## config.mk

```make
export PLATFORM = sky130hd
export DESIGN_NAME = reset_sequencer
export DESIGN_NICKNAME = d
export VERILOG_FILES = /design/src/rtl/reset_sequencer.sv
export SDC_FILE = /design/constraint.sdc
export NUM_CORES = 1
export LEC_CHECK = 0
export ABC_AREA = 1
export ABC_CLOCK_PERIOD_IN_PS = 1400
export BUFFER_PORTS_ARGS = -buffer_cell sky130_fd_sc_hd__buf_2
export CAP_MARGIN = 20
export CORE_ASPECT_RATIO = 1.5
export CORE_MARGIN = 4
export CORE_UTILIZATION = 35
export DETAILED_ROUTE_END_ITERATION = 10
export SYNTH_ARGS = -nofsm -noshare
export SYNTH_HDL_FRONTEND = slang
export SYNTH_SLANG_ARGS = --single-unit
export TNS_END_PERCENT = 50
```

## constraint.sdc

```tcl
create_clock -name CLK -period 1.4 [get_ports CLK]
set_input_delay 0.07 -clock CLK [delete_from_list [all_inputs] [get_ports CLK]]
set_output_delay 0.07 -clock CLK [all_outputs]
set_load 0.05 [all_outputs]
```

## src/rtl/reset_sequencer.sv

```systemverilog
// Holds the core in reset until PLL lock has been stable and a hold interval has elapsed.
// Optional lock-loss event counter built when RESET_SEQUENCER_LOSS_CNT_EN is defined.
//
// state     | meaning
// ----------+-----------------------------------------------------------
// WAIT_LOCK | core in reset, waiting for synchronised lock
// STABLE    | lock seen, counting LOCK_STABLE_CYCLES of continuous lock
// HOLD      | lock declared stable, counting RESET_HOLD_CYCLES
// RUN       | core released; any lock loss returns to WAIT_LOCK
module reset_sequencer #(
    parameter int SYNC_STAGES        = 2,
    parameter int LOCK_STABLE_CYCLES = 1024,
    parameter int RESET_HOLD_CYCLES  = 16
) (
    input  logic       CLK,
    input  logic       RST_N,
    input  logic       pll_locked,
    output logic       rst_out_n,
    output logic       ready,
    output logic [1:0] state,
    output logic [7:0] lock_loss_cnt
);

    typedef enum logic [1:0] {
        WAIT_LOCK = 2'd0,
        STABLE    = 2'd1,
        HOLD      = 2'd2,
        RUN       = 2'd3
    } state_t;

    localparam logic [15:0] STABLE_TC = 16'(LOCK_STABLE_CYCLES - 1);
    localparam logic [15:0] HOLD_TC   = 16'(RESET_HOLD_CYCLES - 1);

    logic [SYNC_STAGES-1:0] sync_q;
    logic                   lock_s;
    state_t                 cur_state;
    state_t                 nxt_state;
    logic [15:0]            cnt;
    logic [15:0]            cnt_nxt;
    logic                   run_q;

    always_ff @(posedge CLK or negedge RST_N) begin
        if (!RST_N) begin
            sync_q <= '0;
        end else begin
            sync_q <= {sync_q[SYNC_STAGES-2:0], pll_locked};
        end
    end

    assign lock_s = sync_q[SYNC_STAGES-1];

    always_ff @(posedge CLK or negedge RST_N) begin
        if (!RST_N) begin
            cur_state <= WAIT_LOCK;
            cnt       <= '0;
            run_q     <= 1'b0;
        end else begin
            cur_state <= nxt_state;
            cnt       <= cnt_nxt;
            run_q     <= (nxt_state == RUN);
        end
    end

    // Lock loss is tested first so it wins over a terminal count in the same cycle.
    always_comb begin
        nxt_state = cur_state;
        cnt_nxt   = cnt;
        case (cur_state)
            WAIT_LOCK: begin
                if (lock_s) begin
                    nxt_state = STABLE;
                    cnt_nxt   = '0;
                end
            end
            STABLE: begin
                if (!lock_s) begin
                    nxt_state = WAIT_LOCK;
                    cnt_nxt   = '0;
                end else if (cnt == STABLE_TC) begin
                    nxt_state = HOLD;
                    cnt_nxt   = '0;
                end else begin
                    cnt_nxt = cnt + 16'd1;
                end
            end
            HOLD: begin
                if (!lock_s) begin
                    nxt_state = WAIT_LOCK;
                    cnt_nxt   = '0;
                end else if (cnt == HOLD_TC) begin
                    nxt_state = RUN;
                    cnt_nxt   = '0;
                end else begin
                    cnt_nxt = cnt + 16'd1;
                end
            end
            RUN: begin
                if (!lock_s) begin
                    nxt_state = WAIT_LOCK;
                    cnt_nxt   = '0;
                end
            end
            default: begin
                nxt_state = WAIT_LOCK;
                cnt_nxt   = '0;
            end
        endcase
    end

    assign rst_out_n = run_q;
    assign ready     = run_q;
    assign state     = cur_state;

`ifdef RESET_SEQUENCER_LOSS_CNT_EN
    logic [7:0] loss_q;

    // Saturating; only the board reset clears it so history survives re-lock.
    always_ff @(posedge CLK or negedge RST_N) begin
        if (!RST_N) begin
            loss_q <= '0;
        end else if ((cur_state == RUN) && (nxt_state == WAIT_LOCK) && (loss_q != 8'hFF)) begin
            loss_q <= loss_q + 8'd1;
        end
    end

    assign lock_loss_cnt = loss_q;
`else
    assign lock_loss_cnt = 8'h00;
`endif

endmodule

```

==> results of run 1 <==
## final timing paths
check	to	slack [ns]	cells after the start
setup / recovery	cnt[7]	-0.04	11
hold / removal	cnt[1]	0.29	2
setup reg to reg	cnt[7]	-0.04	11
hold reg to reg	sync_q[1]	0.36	0
max in group asynchronous	state[1]	0.75	2
min in group CLK	sync_q[1]	0.36	0
## layer usage
| metal | GRT usage [%] | vias up | routed length [um] |
|---|---|---|---|
| met5 | 0 | - | 0 |
| met4 | 6.81 | 0 | 122 |
| met3 | 1.62 | 9 | 110 |
| met1 | 17.4 | 705 | 1640 |
| met2 | 29.8 | 32 | 2310 |
| li1 | - | 754 | - |
## repair_timing
action | CTS | global route
resized for setup | 7 | 11
endpoints found under the hold margin | 22 | 0
pin swaps | 4 | 6
setup endpoints to repair | 15 | 19
setup buffers | 0 | 2
hold buffers | 2 | 0
## cells in the final DEF (no fill, tap or decap), types with 4 or more instances in the layout
cell type	netlist	layout
a21oi_1	9	7
a21oi_2	7	9
buf_2	3	6
buf_4	10	38
conb_1	1	8
dfrtp_1	21	18
inv_1	16	12
inv_2	4	5
nand2_1	45	42
nand2_2	6	7
nand3_1	13	12
nand3_2	9	9
nor2_1	34	32
o21ai_0	4	4
## sequential cells by signal (all words and copies together) (netlist names)
signal,cells
cnt,16
state,2
sync_q,2
ready,1
## power groups by stage
| stage | Combinational [mW] | Sequential, mW | Clock, mW |
|---|---|---|---|
| 2_1_floorplan | 0.647 | 0.745 | 0 |
| 3_3_place_gp | 1.01 | 0.695 | 0 |
| 3_5_place_dp | 1.02 | 0.695 | 0 |
| 4_1_cts | 1.06 | 0.689 | 0.438 |
| 5_1_grt | 1.20 | 0.702 | 0.449 |
| 6_report | 1.12 | 0.695 | 0.430 |
## through the flow
stage          worst slack [ns]  instances  instance area, um^2  power, mW
6_report                -0.0421        300                 2060       2.25
3_3_place_gp            -0.0571        292                 1920       1.70
5_1_grt                  -0.169        300                 2060       2.35
4_1_cts                 -0.0334        298                 2010       2.19
3_5_place_dp            -0.0478        292                 1920       1.72
2_1_floorplan           -0.0541        218                 1660       1.39
## worst max-delay path, stage by stage, from the launching register on
cell and delay [ns]:
dfrtp_1 0.42, ha_4 0.19, nand2_4 0.07, nor2_4 0.04, nand2_2 0.06, inv_2 0.04
nand2_2 0.05, nand2_2 0.07, nand2_4 0.11, buf_12 0.14, nand3_4 0.06, a21boi_2 0.14
## kinds of logic (layout without fill, tap and decap cells)
logic type | after synthesis | after routing | share of synthesized area [%]
buf+inv | 35 | 71 | 11.5
fa+ha+maj | 6 | 6 | 4.79
compound gates | 28 | 28 | 12.4
other cells | 1 | 8 | 0.239
xor+xnor | 2 | 2 | 1.12
simple gates | 118 | 118 | 36.5
flops | 21 | 21 | 33.5
## area by class of cell
class                   count  share of cell area (%)
clock inverters             1                   0.243
multi-input cells         162                    47.9
flip-flops and latches     21                    25.7
inverters                  20                    4.13
well taps                  46                    2.79
repair buffers             47                    17.2
clock buffers               3                    2.00
==> metrics.cfg, run 1 <==
[power]
seqPwrFrac_pct = 30.9
combPwrFrac_pct = 49.9
switching_share_pct = 42.3
ir_worst_vdd_uv = 1180
switchingPower_mw = 0.949
leakagePower_nw = 0.973
power.clock.fraction_pct = 19.1
internal_power_mw = 1.30
power_density_mw_per_mm2 = 1090

[critical_path]
crit_type = reg -> reg
cp-start-kind = flop
cp.arrival_ns = 1.65
crit_path_max_fanout = 7
required_ns = 1.61
endpoint_kind = flop
crit_path_start = cnt[1]
r2r-start = cnt[1]

[routing]
wire_per_inst_um = 14.0
ant_nets = 0
vias = 1500
drtIter0Drc = 46
via_per_inst = 5.00
routed_wl_um = 4190
drc_errors = 0
drt_pass1_iterations = 4

[timing]
fin_ws_ns = -0.0421
hold_ws_ns = 0.285
setup_tns_ns = -0.348
fmax_mhz = 693
fin_skew_ns = 0.00351
finalMaxSlewViolations = 0
setup_viol = 12
post-route-period-util_pct = 103
rsz0062_at_grt = yes
post-route-min-period_ns = 1.44
hold_viol = 0

[global_route]
grt_max_degree = 22
grt_pass1_vias = 1540
grt-ovfl-total = 0
grt_pass1_wl_um = 7110
antenna_found_initial = 0
grt_usage_pct = 15.8

[floorplan]
initial_core_util_pct = 36.6
io-pin-count = 15
fp.coreArea_mm2 = 0.00428
dieArea_mm2 = 0.00564
rows = 29
die_h_um = 90.0
die_width_um = 62.6

[clock_network]
clk_transition_reported_paths_ns = 0.08
ctsHtreeMaxLevel = 1
cts_tree = yes
cts-root-buf = clkbuf_8
clk_latency_ns = 0.27
clkSinkCount = 21
cts_buffers = 3
cts_buffer_depth = 2

[placement]
port_buffers = 6
dp_hpwl_um = 3230
place_congestion = 0.857

[final_layout]
final_util_pct = 48.1
drive_gt1_share_pct = 40.6
diodes = 0
nFillCells = 420
multi_input_area_um2 = 987
seq_area_um2 = 529
syn_to_final_growth_pct = 31.4
layout.nets = 264

[synthesis]
syn-instance-count = 211
synth_top_area_cell = dfrtp_1
synth.avg_cell_area_um2 = 7.43
synth.distinct_cells = 31
netlist_area_mm2 = 0.00157
synth_edf_count = 0
yosysMostFrequentCell = nand2_1
seq_area_frac_synth_pct = 33.5
yosys-top-cells-area = dfrtp_1 (34%), nand2_1 (11%), nor2_1 (8.1%), nand3_2 (5.7%), buf_4 (4.8%)
synth_top_area_share_pct = 33.5
synth_commonest_cells = nand2_1 (45), nor2_1 (34), dfrtp_1 (21)
ys_ff_latch = 21
ys_async_sr_fraction_pct = 100
synth-warning-count = 0
ys.flop_type = dfrtp_1

[outcome]
violations = setup timing
status = finished, violations left

[min_path]
hold_path_class = in -> async

[job]
cap_violations = 0

Power figures use the tool's default switching activity.
==> inputs of run 2 (changes only) <==
==> constraint.sdc (replaced) <==
create_clock -name CLK -period 1.4 [get_ports CLK]
set_input_delay 0.28 -clock CLK [delete_from_list [all_inputs] [get_ports CLK]]
set_output_delay 0.28 -clock CLK [all_outputs]
set_load 0.05 [all_outputs]
==> run 2 against run 1 <==
  * The run still ends with setup timing left
  * Routed wire length up 0.43%
  * Sequential share of layout area grew 0.13 points
  * Combinational power is essentially flat
  * Worst setup slack better by 0.0012 ns
  * Via count rose by 1.1%
  * Sequential cell count is the same
  * Clock skew grew 0.0014 ns
  * Maximum frequency about the same
  * Die area unchanged
  * Power up 0.11%
  * Non-clock buffer count is 1 lower
  * Register-to-register slack is essentially flat
  * Largest cell class unchanged
  * Highest routed layer unchanged
==> metrics.cfg, run 2 (synthesis results as in run 1) <==
[critical_path]
cp-start-kind = flop
crit_top_cell = nand2_2
crit_path_max_fanout = 7
endpoint_kind = flop
slowest_delay_ns = 0.41
required_ns = 1.57
cp_cell_sequence = nor2_1 > nand2_1 > nor2_2 > nand2_2 > nand2_2 > nand2_4 > buf_12 > nand3_2 > a21oi_2
crit_slowest_cell = dfrtp_1
cp.arrival_ns = 1.61
crit_type = reg -> reg

[power]
leakagePower_nw = 0.969
power_density_mw_per_mm2 = 1100
ir_worst_vdd_uv = 1190
finalPower_mw = 2.25

[global_route]
grt_max_degree = 22
grtUsageMet3_pct = 1.62
grt_pass1_wl_um = 7100
grt_use_met2_pct = 29.8
grt_pass1_vias = 1537
antenna_found_initial = 0
grt_most_used_layer = met2
grt_util_met1_pct = 17.3
grt_usage_pct = 15.7
grt-ovfl-total = 0

[timing]
fin_skew_ns = 0.00488
post-route-min-period_ns = 1.44
fmax_mhz = 694
slew_headroom_pct = 66.4
worstMarginPinSlew_ns = 0.504
fin_ws_ns = -0.0409
rsz0062_at_grt = yes
post-route-period-util_pct = 103
finalMaxSlewViolations = 0
hold_viol = 0
hold_ws_ns = 0.102
setup_viol = 12

[outcome]
violations = setup timing
status = finished, violations left

[floorplan]
dieArea_mm2 = 0.00564
initial_core_util_pct = 36.6
rows = 29
die_width_um = 62.6
die_h_um = 90.0
fp.coreArea_mm2 = 0.00428
io-pin-count = 15

[routing]
drtIter0Drc = 50
wire_per_inst_um = 14.1
drt_pass1_iterations = 4
via_per_inst = 5.07
drc_errors = 0
ant_nets = 0
vias = 1517
routed_wl_um = 4210

[placement]
place_congestion = 0.857
dp_hpwl_um = 3230
dpl.cell_count = 292
port_buffers = 6

[clock_network]
ctsHtreeMaxLevel = 1
cts_buffers = 3
cts-root-buf = clkbuf_8
clk_latency_ns = 0.28
clk_transition_reported_paths_ns = 0.09
cts_tree = yes
cts_buffer_depth = 2
clkSinkCount = 21

[min_path]
hold_path_class = in -> reg

[final_layout]
drive_gt1_share_pct = 40.7
top_register = cnt
largest_reg_flops = 16
final_common_cell = nand2_1
fin_cells = 299
syn_to_final_growth_pct = 30.8
final_util_pct = 47.9
diodes = 0
layout.nets = 263
mostFrequentLayoutCells = nand2_1 (42), buf_4 (38), nor2_1 (32)

[job]
cap_violations = 0

## run 2: worst paths after layout
kind / startpoint / slack, ns / cells after the start / end
worst max register to register: cnt[12] / -0.04 / 9 / cnt[10]
min in group asynchronous: RST_N / 0.50 / 2 / cnt[1]
worst max-delay path: cnt[12] / -0.04 / 9 / cnt[10]
max in group asynchronous: RST_N / 0.54 / 2 / state[1]
worst min register to register: sync_q[0] / 0.36 / 0 / sync_q[1]
worst min-delay path: pll_locked / 0.10 / 1 / sync_q[0]
## run 2: power breakdown
part	switching, mW	internal [mW]	total, mW
Sequential	0.0501	0.644	0.694
Clock	0.234	0.200	0.434
Combinational	0.669	0.451	1.12
Total	0.953	1.30	2.25
## run 2: area by class of cell
class	count	area, um^2
Clock buffer	3	41.3
Inverter	20	85.1
Tap cell	46	57.6
Sequential cell	21	529
Clock inverter	1	5.00
Fill cell	422	2230
Multi-Input combinational cell	162	987
Timing Repair Buffer	46	345
## run 2: what timing repair did
action,in CTS,in global routing
setup buffers,0,2
pin swaps,4,6
resized for setup,7,11
endpoints found under the setup margin,15,19
hold buffers,1,0
endpoints found under the hold margin,21,0
## run 2: worst max-delay path: cells and delay by family, from the launching register on
| kind | cells | cell delay (ns) |
|---|---|---|
| compound gates | 1 | 0.05 |
| buf+inv | 1 | 0.15 |
| flops | 1 | 0.41 |
| simple gates | 7 | 0.73 |
## run 2: stage by stage
step	instance area (um^2)	setup WS (ns)	TNS, ns
finish	2050	-0.0409	-0.360
floorplan	1660	-0.0541	-0.690
global route	2050	-0.169	-2.41
global placement	1920	-0.0571	-0.652
detailed placement	1920	-0.0478	-0.509
CTS	2000	-0.0334	-0.290
## run 2: per-layer routing
metal | share of wire, % | vias up | wire, um
li1 | - | 752 | -
met1 | 38 | 715 | 1610
met2 | 55 | 41 | 2320
met3 | 3.7 | 9 | 155
met4 | 2.9 | 0 | 121
met5 | 0 | - | 0
